==> src/rtl/glitch_sequencer.sv <==
// Glitch attempt sequencer: optional target reset hold, trigger edge wait, delay,
// then a burst of glitch pulses with programmable width and gap.
module glitch_sequencer #(
    parameter int unsigned DELAY_W = 32,
    parameter int unsigned WIDTH_W = 16,
    parameter int unsigned COUNT_W = 8
) (
    input  logic               clk,
    input  logic               rst,
    input  logic [DELAY_W-1:0] cfg_delay_i,
    input  logic [WIDTH_W-1:0] cfg_width_i,
    input  logic [WIDTH_W-1:0] cfg_gap_i,
    input  logic [COUNT_W-1:0] cfg_count_i,
    input  logic [WIDTH_W-1:0] cfg_reset_len_i,
    input  logic               arm_i,
    input  logic               abort_i,
    input  logic               trigger_i,
    output logic               pulse_o,
    output logic               target_reset_o,
    output logic               busy_o,
    output logic               waiting_o,
    output logic               done_o
);

    localparam int unsigned TMR_W = (DELAY_W > WIDTH_W) ? DELAY_W : WIDTH_W;

    localparam logic [2:0] S_IDLE  = 3'd0;
    localparam logic [2:0] S_RESET = 3'd1;
    localparam logic [2:0] S_WAIT  = 3'd2;
    localparam logic [2:0] S_DELAY = 3'd3;
    localparam logic [2:0] S_PULSE = 3'd4;
    localparam logic [2:0] S_GAP   = 3'd5;

    logic [2:0]         state_q, state_d;
    logic [TMR_W-1:0]   timer_q, timer_d;
    logic [COUNT_W-1:0] left_q, left_d;
    logic [DELAY_W-1:0] delay_q, delay_d;
    logic [WIDTH_W-1:0] width_q, width_d;
    logic [WIDTH_W-1:0] gap_q, gap_d;

    logic sync1_q, sync2_q, sync3_q, trig_edge_q;
    logic pulse_d, target_reset_d, busy_d, waiting_d, done_d;

    // Two-flop synchroniser, then a registered 0->1 edge detector
    always_ff @(posedge clk) begin
        if (rst) begin
            sync1_q     <= 1'b0;
            sync2_q     <= 1'b0;
            sync3_q     <= 1'b0;
            trig_edge_q <= 1'b0;
        end else begin
            sync1_q     <= trigger_i;
            sync2_q     <= sync1_q;
            sync3_q     <= sync2_q;
            trig_edge_q <= sync2_q & ~sync3_q;
        end
    end

    // State, counters, captured configuration and registered outputs
    always_ff @(posedge clk) begin
        if (rst) begin
            state_q        <= S_IDLE;
            timer_q        <= '0;
            left_q         <= '0;
            delay_q        <= '0;
            width_q        <= '0;
            gap_q          <= '0;
            pulse_o        <= 1'b0;
            target_reset_o <= 1'b0;
            busy_o         <= 1'b0;
            waiting_o      <= 1'b0;
            done_o         <= 1'b0;
        end else begin
            state_q        <= state_d;
            timer_q        <= timer_d;
            left_q         <= left_d;
            delay_q        <= delay_d;
            width_q        <= width_d;
            gap_q          <= gap_d;
            pulse_o        <= pulse_d;
            target_reset_o <= target_reset_d;
            busy_o         <= busy_d;
            waiting_o      <= waiting_d;
            done_o         <= done_d;
        end
    end

    // Next state; timers are loaded on state entry and leave the state at a count of 1
    always_comb begin
        state_d = state_q;
        timer_d = timer_q;
        left_d  = left_q;
        delay_d = delay_q;
        width_d = width_q;
        gap_d   = gap_q;
        done_d  = 1'b0;

        case (state_q)
            S_IDLE: begin
                if (arm_i && !abort_i) begin
                    delay_d = cfg_delay_i;
                    width_d = (cfg_width_i == '0) ? WIDTH_W'(1) : cfg_width_i;
                    gap_d   = (cfg_gap_i == '0) ? WIDTH_W'(1) : cfg_gap_i;
                    left_d  = (cfg_count_i == '0) ? COUNT_W'(1) : cfg_count_i;
                    if (cfg_reset_len_i != '0) begin
                        state_d = S_RESET;
                        timer_d = TMR_W'(cfg_reset_len_i);
                    end else begin
                        state_d = S_WAIT;
                    end
                end
            end
            S_RESET: begin
                if (timer_q <= TMR_W'(1)) begin
                    state_d = S_WAIT;
                end else begin
                    timer_d = timer_q - TMR_W'(1);
                end
            end
            S_WAIT: begin
                if (trig_edge_q) begin
                    if (delay_q != '0) begin
                        state_d = S_DELAY;
                        timer_d = TMR_W'(delay_q);
                    end else begin
                        state_d = S_PULSE;
                        timer_d = TMR_W'(width_q);
                    end
                end
            end
            S_DELAY: begin
                if (timer_q <= TMR_W'(1)) begin
                    state_d = S_PULSE;
                    timer_d = TMR_W'(width_q);
                end else begin
                    timer_d = timer_q - TMR_W'(1);
                end
            end
            S_PULSE: begin
                if (timer_q <= TMR_W'(1)) begin
                    if (left_q <= COUNT_W'(1)) begin
                        state_d = S_IDLE;
                        left_d  = '0;
                        done_d  = 1'b1;
                    end else begin
                        state_d = S_GAP;
                        left_d  = left_q - COUNT_W'(1);
                        timer_d = TMR_W'(gap_q);
                    end
                end else begin
                    timer_d = timer_q - TMR_W'(1);
                end
            end
            S_GAP: begin
                if (timer_q <= TMR_W'(1)) begin
                    state_d = S_PULSE;
                    timer_d = TMR_W'(width_q);
                end else begin
                    timer_d = timer_q - TMR_W'(1);
                end
            end
            default: begin
                state_d = S_IDLE;
            end
        endcase

        // Abort drops everything without a completion strobe
        if (abort_i) begin
            state_d = S_IDLE;
            timer_d = '0;
            left_d  = '0;
            done_d  = 1'b0;
        end

        pulse_d        = (state_d == S_PULSE);
        target_reset_d = (state_d == S_RESET);
        busy_d         = (state_d != S_IDLE);
        waiting_d      = (state_d == S_WAIT);
    end

endmodule
==> config.mk <==
export PLATFORM = sky130hd
export DESIGN_NAME = glitch_sequencer
export DESIGN_NICKNAME = d
export VERILOG_FILES = /design/src/rtl/glitch_sequencer.sv
export SDC_FILE = /design/constraint.sdc
export NUM_CORES = 1
export LEC_CHECK = 0
export CORE_MARGIN = 2
export CORE_UTILIZATION = 30
export DETAILED_ROUTE_END_ITERATION = 8
export PLACE_DENSITY = 0.55
export SKIP_CTS_REPAIR_TIMING = 1
export SLEW_MARGIN = 40
export SYNTH_ARGS = -nofsm -noshare
export SYNTH_HDL_FRONTEND = slang
export SYNTH_SLANG_ARGS = --single-unit
export TNS_END_PERCENT = 5
==> constraint.sdc <==
create_clock -name clk -period 3.44 [get_ports clk]
set_input_delay 0.688 -clock clk [delete_from_list [all_inputs] [get_ports clk]]
set_output_delay 0.688 -clock clk [all_outputs]
set_load 0.1 [all_outputs]
Yosys cells after proc, flatten, opt, wreduce, memory -nomap -nowiden
Index checks and enable logic that the tools add are counted.

storage, ports and cells
  register bits = 116
  bits in read-only memories = 0
  latch bits = 0
  word-level logic and storage cells = 81
  input bits = 93
  bits in writable memories = 0
  memories kept = 0
  output and inout port bits = 5

cells by class
  add/sub/neg operators = 2
  reductions and logical operators = 17
  muxes and demuxes = 27
  bitwise operators = 4
  divide/modulo/power cells = 0
  shift-type cells = 0
  magnitude comparators = 2
  multiply operators = 0
  eq/ne operators = 14

operators with widths
  kind                                                  count
  2-to-1 mux 32 bit                                     8
  case mux 32 bit (5 select lines)                      1
  <= comparator 32 x 1 -> 1 bit, second input constant  1
  logical NOT 16 bit                                    2
  2-to-1 mux 16 bit                                     2
  2-to-1 mux 8 bit                                      4
  nonzero test 32 bit                                   1
  subtractor 32 x 1 -> 32 bit, second input constant    1
  2-to-1 mux 3 bit                                      8
  case mux 8 bit (2 select lines)                       1
  nonzero test 16 bit                                   1
  case mux 3 bit (5 select lines)                       1
  inequality test 2 bit, second input constant          5
  == test 3 x 2 -> 1 bit, second input constant         3
  == test 3 bit, second input constant                  3
  <= comparator 8 x 1 -> 1 bit, second input constant   1
  logical NOT 8 bit                                     1
  subtractor 8 x 1 -> 8 bit, second input constant      1
  == test 3 x 1 -> 1 bit, second input constant         2
  AND reduction 6 bit                                   1
  nonzero test 5 bit                                    1
  OR reduction 2 bit                                    2
  OR reduction 4 bit                                    1
  logical NOT 3 bit                                     1
  11 further kinds                                      13

Longest topological paths before layout
  depth in word-level cells = 6
  gate-level depth with buffers = 10
  mapped depth without buffers = 9

Least setup slack after synthesis
OpenSTA, ideal clock, no wires.

  path type = register to register
  start point = register timer_q[16]
  end point = register timer_q[19]
  required time = 3.318 ns
  arrival time = 2.453 ns
  period minus slack after synthesis = 2.575 ns
  path buffers = 2
  stages on the path, launching flop included = 10
  setup slack = 0.865 ns
  path through = dfxtp_1 -> buf_2 -> or4_4 -> nor4_4 -> nand4_1 -> a22oi_2 -> or4_1 -> buf_4 -> o21ai_1 -> a221o_1

on the way
  cells in the longest elaborated chain, start to end = 3
  elaborated cells between the ends (all ways) = 9

ends and longest elaborated chain
  item                                                                                 RTL line  source
  from (decl)                                                                          35        logic [TMR_W-1:0] timer_q, timer_d;
  from (signal assigned)                                                               75        timer_q <= timer_d;
  subtractor 32 x 1 -> 32 bit / <= comparator 32 x 1 -> 1 bit (equally long branches)  -
  2-to-1 mux 32 bit, or another cell as far along                                      132, 155
  case mux 32 bit (5 select lines) / AND reduction 6 bit (equally long branches)       -

Several ways; a longest one is shown, not always the timed one. The select of a mux whose other input is x is not followed.
A chain may end at the register's enable or synchronous reset.

Final worst setup path
  start point = register timer_q[28]
  end point = register timer_q[18]

on the way
  cells in the longest elaborated chain, start to end = 3
  elaborated cells between the ends (all ways) = 7

ends and longest elaborated chain
  item
  <= comparator 32 x 1 -> 1 bit *
  inequality test 3 bit (no line), or another cell as far along
  AND reduction 6 bit (no line) / case mux 32 bit (5 select lines) (equally long branches)

Mark *: on every way between the ends. The rest lies on a longest branch, timed or not.

==> flow_metrics.env <==
export IMPL_cp_cell_sequence="or4_1 > nor4_1 > nand3_2 > o211ai_2 > buf_4 > nor2_1 > nand2_1 > o21ai_0"
export IMPL_internal_power_uw=2810
export IMPL_hp_class="reg2reg"
export IMPL_cts_sinks=116
export IMPL_drv_cap=0
export IMPL_synthArstFlopShare=0
export IMPL_layout_nets=926
export IMPL_synth_top_area_cell="dfxtp_1"
export IMPL_min_period_ns=3.09
export IMPL_swShare=0.276
export IMPL_combPwrFrac=0.149
export IMPL_p_per_area_nw_per_um2=512
export IMPL_fin_skew_ns=0.0100
export IMPL_clock_path_buffers=2
export IMPL_grt_max_degree=68
export IMPL_cp_start_kind="register"
export IMPL_viasPerCell=5.38
export IMPL_hpwl_mm=13.5
export IMPL_clkTransAtPathRegs_ns=0.06
export IMPL_first_pass_iters=5
export IMPL_max_stage_delay_ns=0.60
export IMPL_drive_gt1_frac=0.0926
export IMPL_wl_per_cell_um=17.2
export IMPL_power_clock_fraction=0.481
export IMPL_ir_drop_v=0.000341
export IMPL_cp_end_kind="register"
export IMPL_fillerInstances=1957
export IMPL_synth_commonest_cells="nand2_1, dfxtp_1, a21oi_1"
export IMPL_yosysWarnings=0
export IMPL_switching_power_uw=1070
export IMPL_cts_made_buffers=17
export IMPL_register_area_sq_um=2320
export IMPL_dr_first_iter_drc_count=370
export IMPL_postRouteAntennaNets=0
export IMPL_syn_inst=745
export IMPL_synth_top_area_frac=0.403
export IMPL_antenna_found_initial=0
export IMPL_port_buffers=97
export IMPL_yosysSeqAreaShare=0.403
export IMPL_synth_area_sq_um=5770
export IMPL_synthDistinctLibCells=58
export IMPL_ys_top_cells_by_area="dfxtp_1, nand2_1, a21oi_1"
export IMPL_post_route_period_util=0.897
export IMPL_cts_root_buf="clkbuf_16"
export IMPL_p_leak_uw=0.00274
export IMPL_synth_seq_cells=116
export IMPL_wl_mm=18.5
export IMPL_outcome="finished clean"
export IMPL_htreeDepth=4
export IMPL_multi_input_area_sq_um=3220
export IMPL_insertion_delay_ns=0.43
export IMPL_rsz0062_at_grt="no"
export IMPL_fin_ws_ns=0.354
export IMPL_overflow=0
export IMPL_initial_utilization=0.307
export IMPL_grt_util_all_layers=0.186
export IMPL_hold_viol=0
export IMPL_fin_setup_tns_ns=0
export IMPL_antennaDiodeCount=0
export IMPL_chipWidth_um=143
export IMPL_dieArea_sq_um=20400
export IMPL_cts_tree="built"
export IMPL_synth_nets=842
export IMPL_seq_power_share=0.371
export IMPL_required_ns=3.74
export IMPL_io_pins=98
export IMPL_grt_pass1_wl_mm=29.6
export IMPL_path_max_fanout=26
export IMPL_num_rows=50
export IMPL_syn_to_final_growth_pct=31.3
export IMPL_post_synth_top_count_cell="nand2_1"
export IMPL_route_detailed_drc=0
export IMPL_core_sq_um=18800
export IMPL_setup_viol=0
export IMPL_gp_congestion=0.878
export IMPL_path_class="reg2reg"
export IMPL_fp_dieH_um=143
export IMPL_cp_arrival_ns=3.39
export IMPL_yosys_most_used_dff="dfxtp_1"
export IMPL_pre_cts_ws_ns=0.280
export IMPL_fmax_mhz=324
export IMPL_fin_util=0.404
export IMPL_slew_violations=0
export IMPL_grt_pass1_vias=5583
export IMPL_synth_edff_count=0
export IMPL_slew_headroom=0.512
export IMPL_cpMaxStageDelayCell="or4_1"
export IMPL_avgSynthCellArea_sq_um=7.74
export IMPL_worst_pin_slew_ns=0.732
export IMPL_vias=5793
cells by family (layout without fill, tap and decap cells):
family                     count (synthesis)  in the layout  synth area share
AOI/OAI and AO/OA                        213            213             0.243
xor gates and xnor gates                  17             17            0.0258
adders and majority gates                  4              4           0.00868
buffers and inverters                     59            156            0.0423
DFF                                      116            116             0.403
muxes                                      1              1           0.00174
and+or+nand+nor                          335            335             0.276
placed cells by master, fill, tap and decap left out, types with 5 or more instances in the layout:
cell type	instances
nand2_1	159
dfxtp_1	116
clkdlybuf4s50_1	91
a21oi_1	82
nor2_1	45
o21ai_0	34
nor4_1	28
nor3_1	22
o31ai_1	17
clkbuf_16	17
buf_4	17
a221o_1	15
nand3_1	14
a221oi_1	12
or4_1	11
nor2b_1	10
xnor2_1	10
or3_1	9
inv_1	9
nand4_1	8
xor2_1	7
or2_2	6
a22oi_1	6
buf_2	6
a211oi_1	5
a22o_1	5
inv_6	5
power by group through the flow:
| stage | combinational (uW) | clock [uW] | sequential (uW) |
|---|---|---|---|
| 2_1_floorplan | 341 | 0 | 1460 |
| 3_3_place_gp | 577 | 0 | 1460 |
| 3_5_place_dp | 574 | 0 | 1470 |
| 4_1_cts | 577 | 1900 | 1440 |
| 5_1_grt | 637 | 1970 | 1440 |
| 6_report | 577 | 1860 | 1440 |
state kept, by name, summed over array words and instances, names as in the netlist:
name,flops
timer_q,32
done_o,1
left_q,8
pulse_o,1
busy_o,1
sync3_q,1
delay_q,32
state_q,3
width_q,16
sync2_q,1
waiting_o,1
sync1_q,1
target_reset_o,1
gap_q,16
trig_edge_q,1
through the flow:
stage | hold slack, ns | power [uW] | instance area (sq um) | cells
2_1_floorplan | 0.367 | 1800 | 5770 | 745
3_5_place_dp | 0.385 | 2040 | 6950 | 1044
4_1_cts | 0.394 | 3910 | 7570 | 1076
5_1_grt | 0.417 | 4040 | 7570 | 1076
6_report | 0.390 | 3870 | 7570 | 1076
3_3_place_gp | 0.379 | 2040 | 6970 | 1044
cell type report:
class                      count  share of cell area
clock buffer                  17              0.0562
tap                          234              0.0387
multi-input combinational    570               0.425
clock inverter                15              0.0258
sequential                   116               0.307
inverter                       9             0.00446
timing repair buffer         115               0.144
metal layers:
metal	vias up	wire length, um	track usage
li1	2890	-	-
met5	-	0	0
met4	0	329	0.0657
met3	19	831	0.0345
met1	2735	8690	0.250
met2	149	8610	0.301
final timing paths:
path	startpoint	endpoint	slack (ns)	cells after the start
worst min register to register	sync3_q$_SDFF_PP0_	trig_edge_q$_SDFF_PP0_	0.39	1
worst max-delay path	timer_q[28]$_SDFFE_PP0P_	timer_q[18]$_SDFFE_PP0P_	0.35	8
worst max register to register	timer_q[28]$_SDFFE_PP0P_	timer_q[18]$_SDFFE_PP0P_	0.35	8
worst min-delay path	sync3_q$_SDFF_PP0_	trig_edge_q$_SDFF_PP0_	0.39	1
critical path, delay by kind of cell, from the launching register on:
| family | cells | cell delay (ns) |
|---|---|---|
| AO/OA/AOI/OAI | 2 | 0.64 |
| buffers and inverters | 1 | 0.38 |
| flip-flops | 1 | 0.37 |
| AND/OR/NAND/NOR | 5 | 1.58 |
No activity file was read; power rests on OpenSTA's default activity.
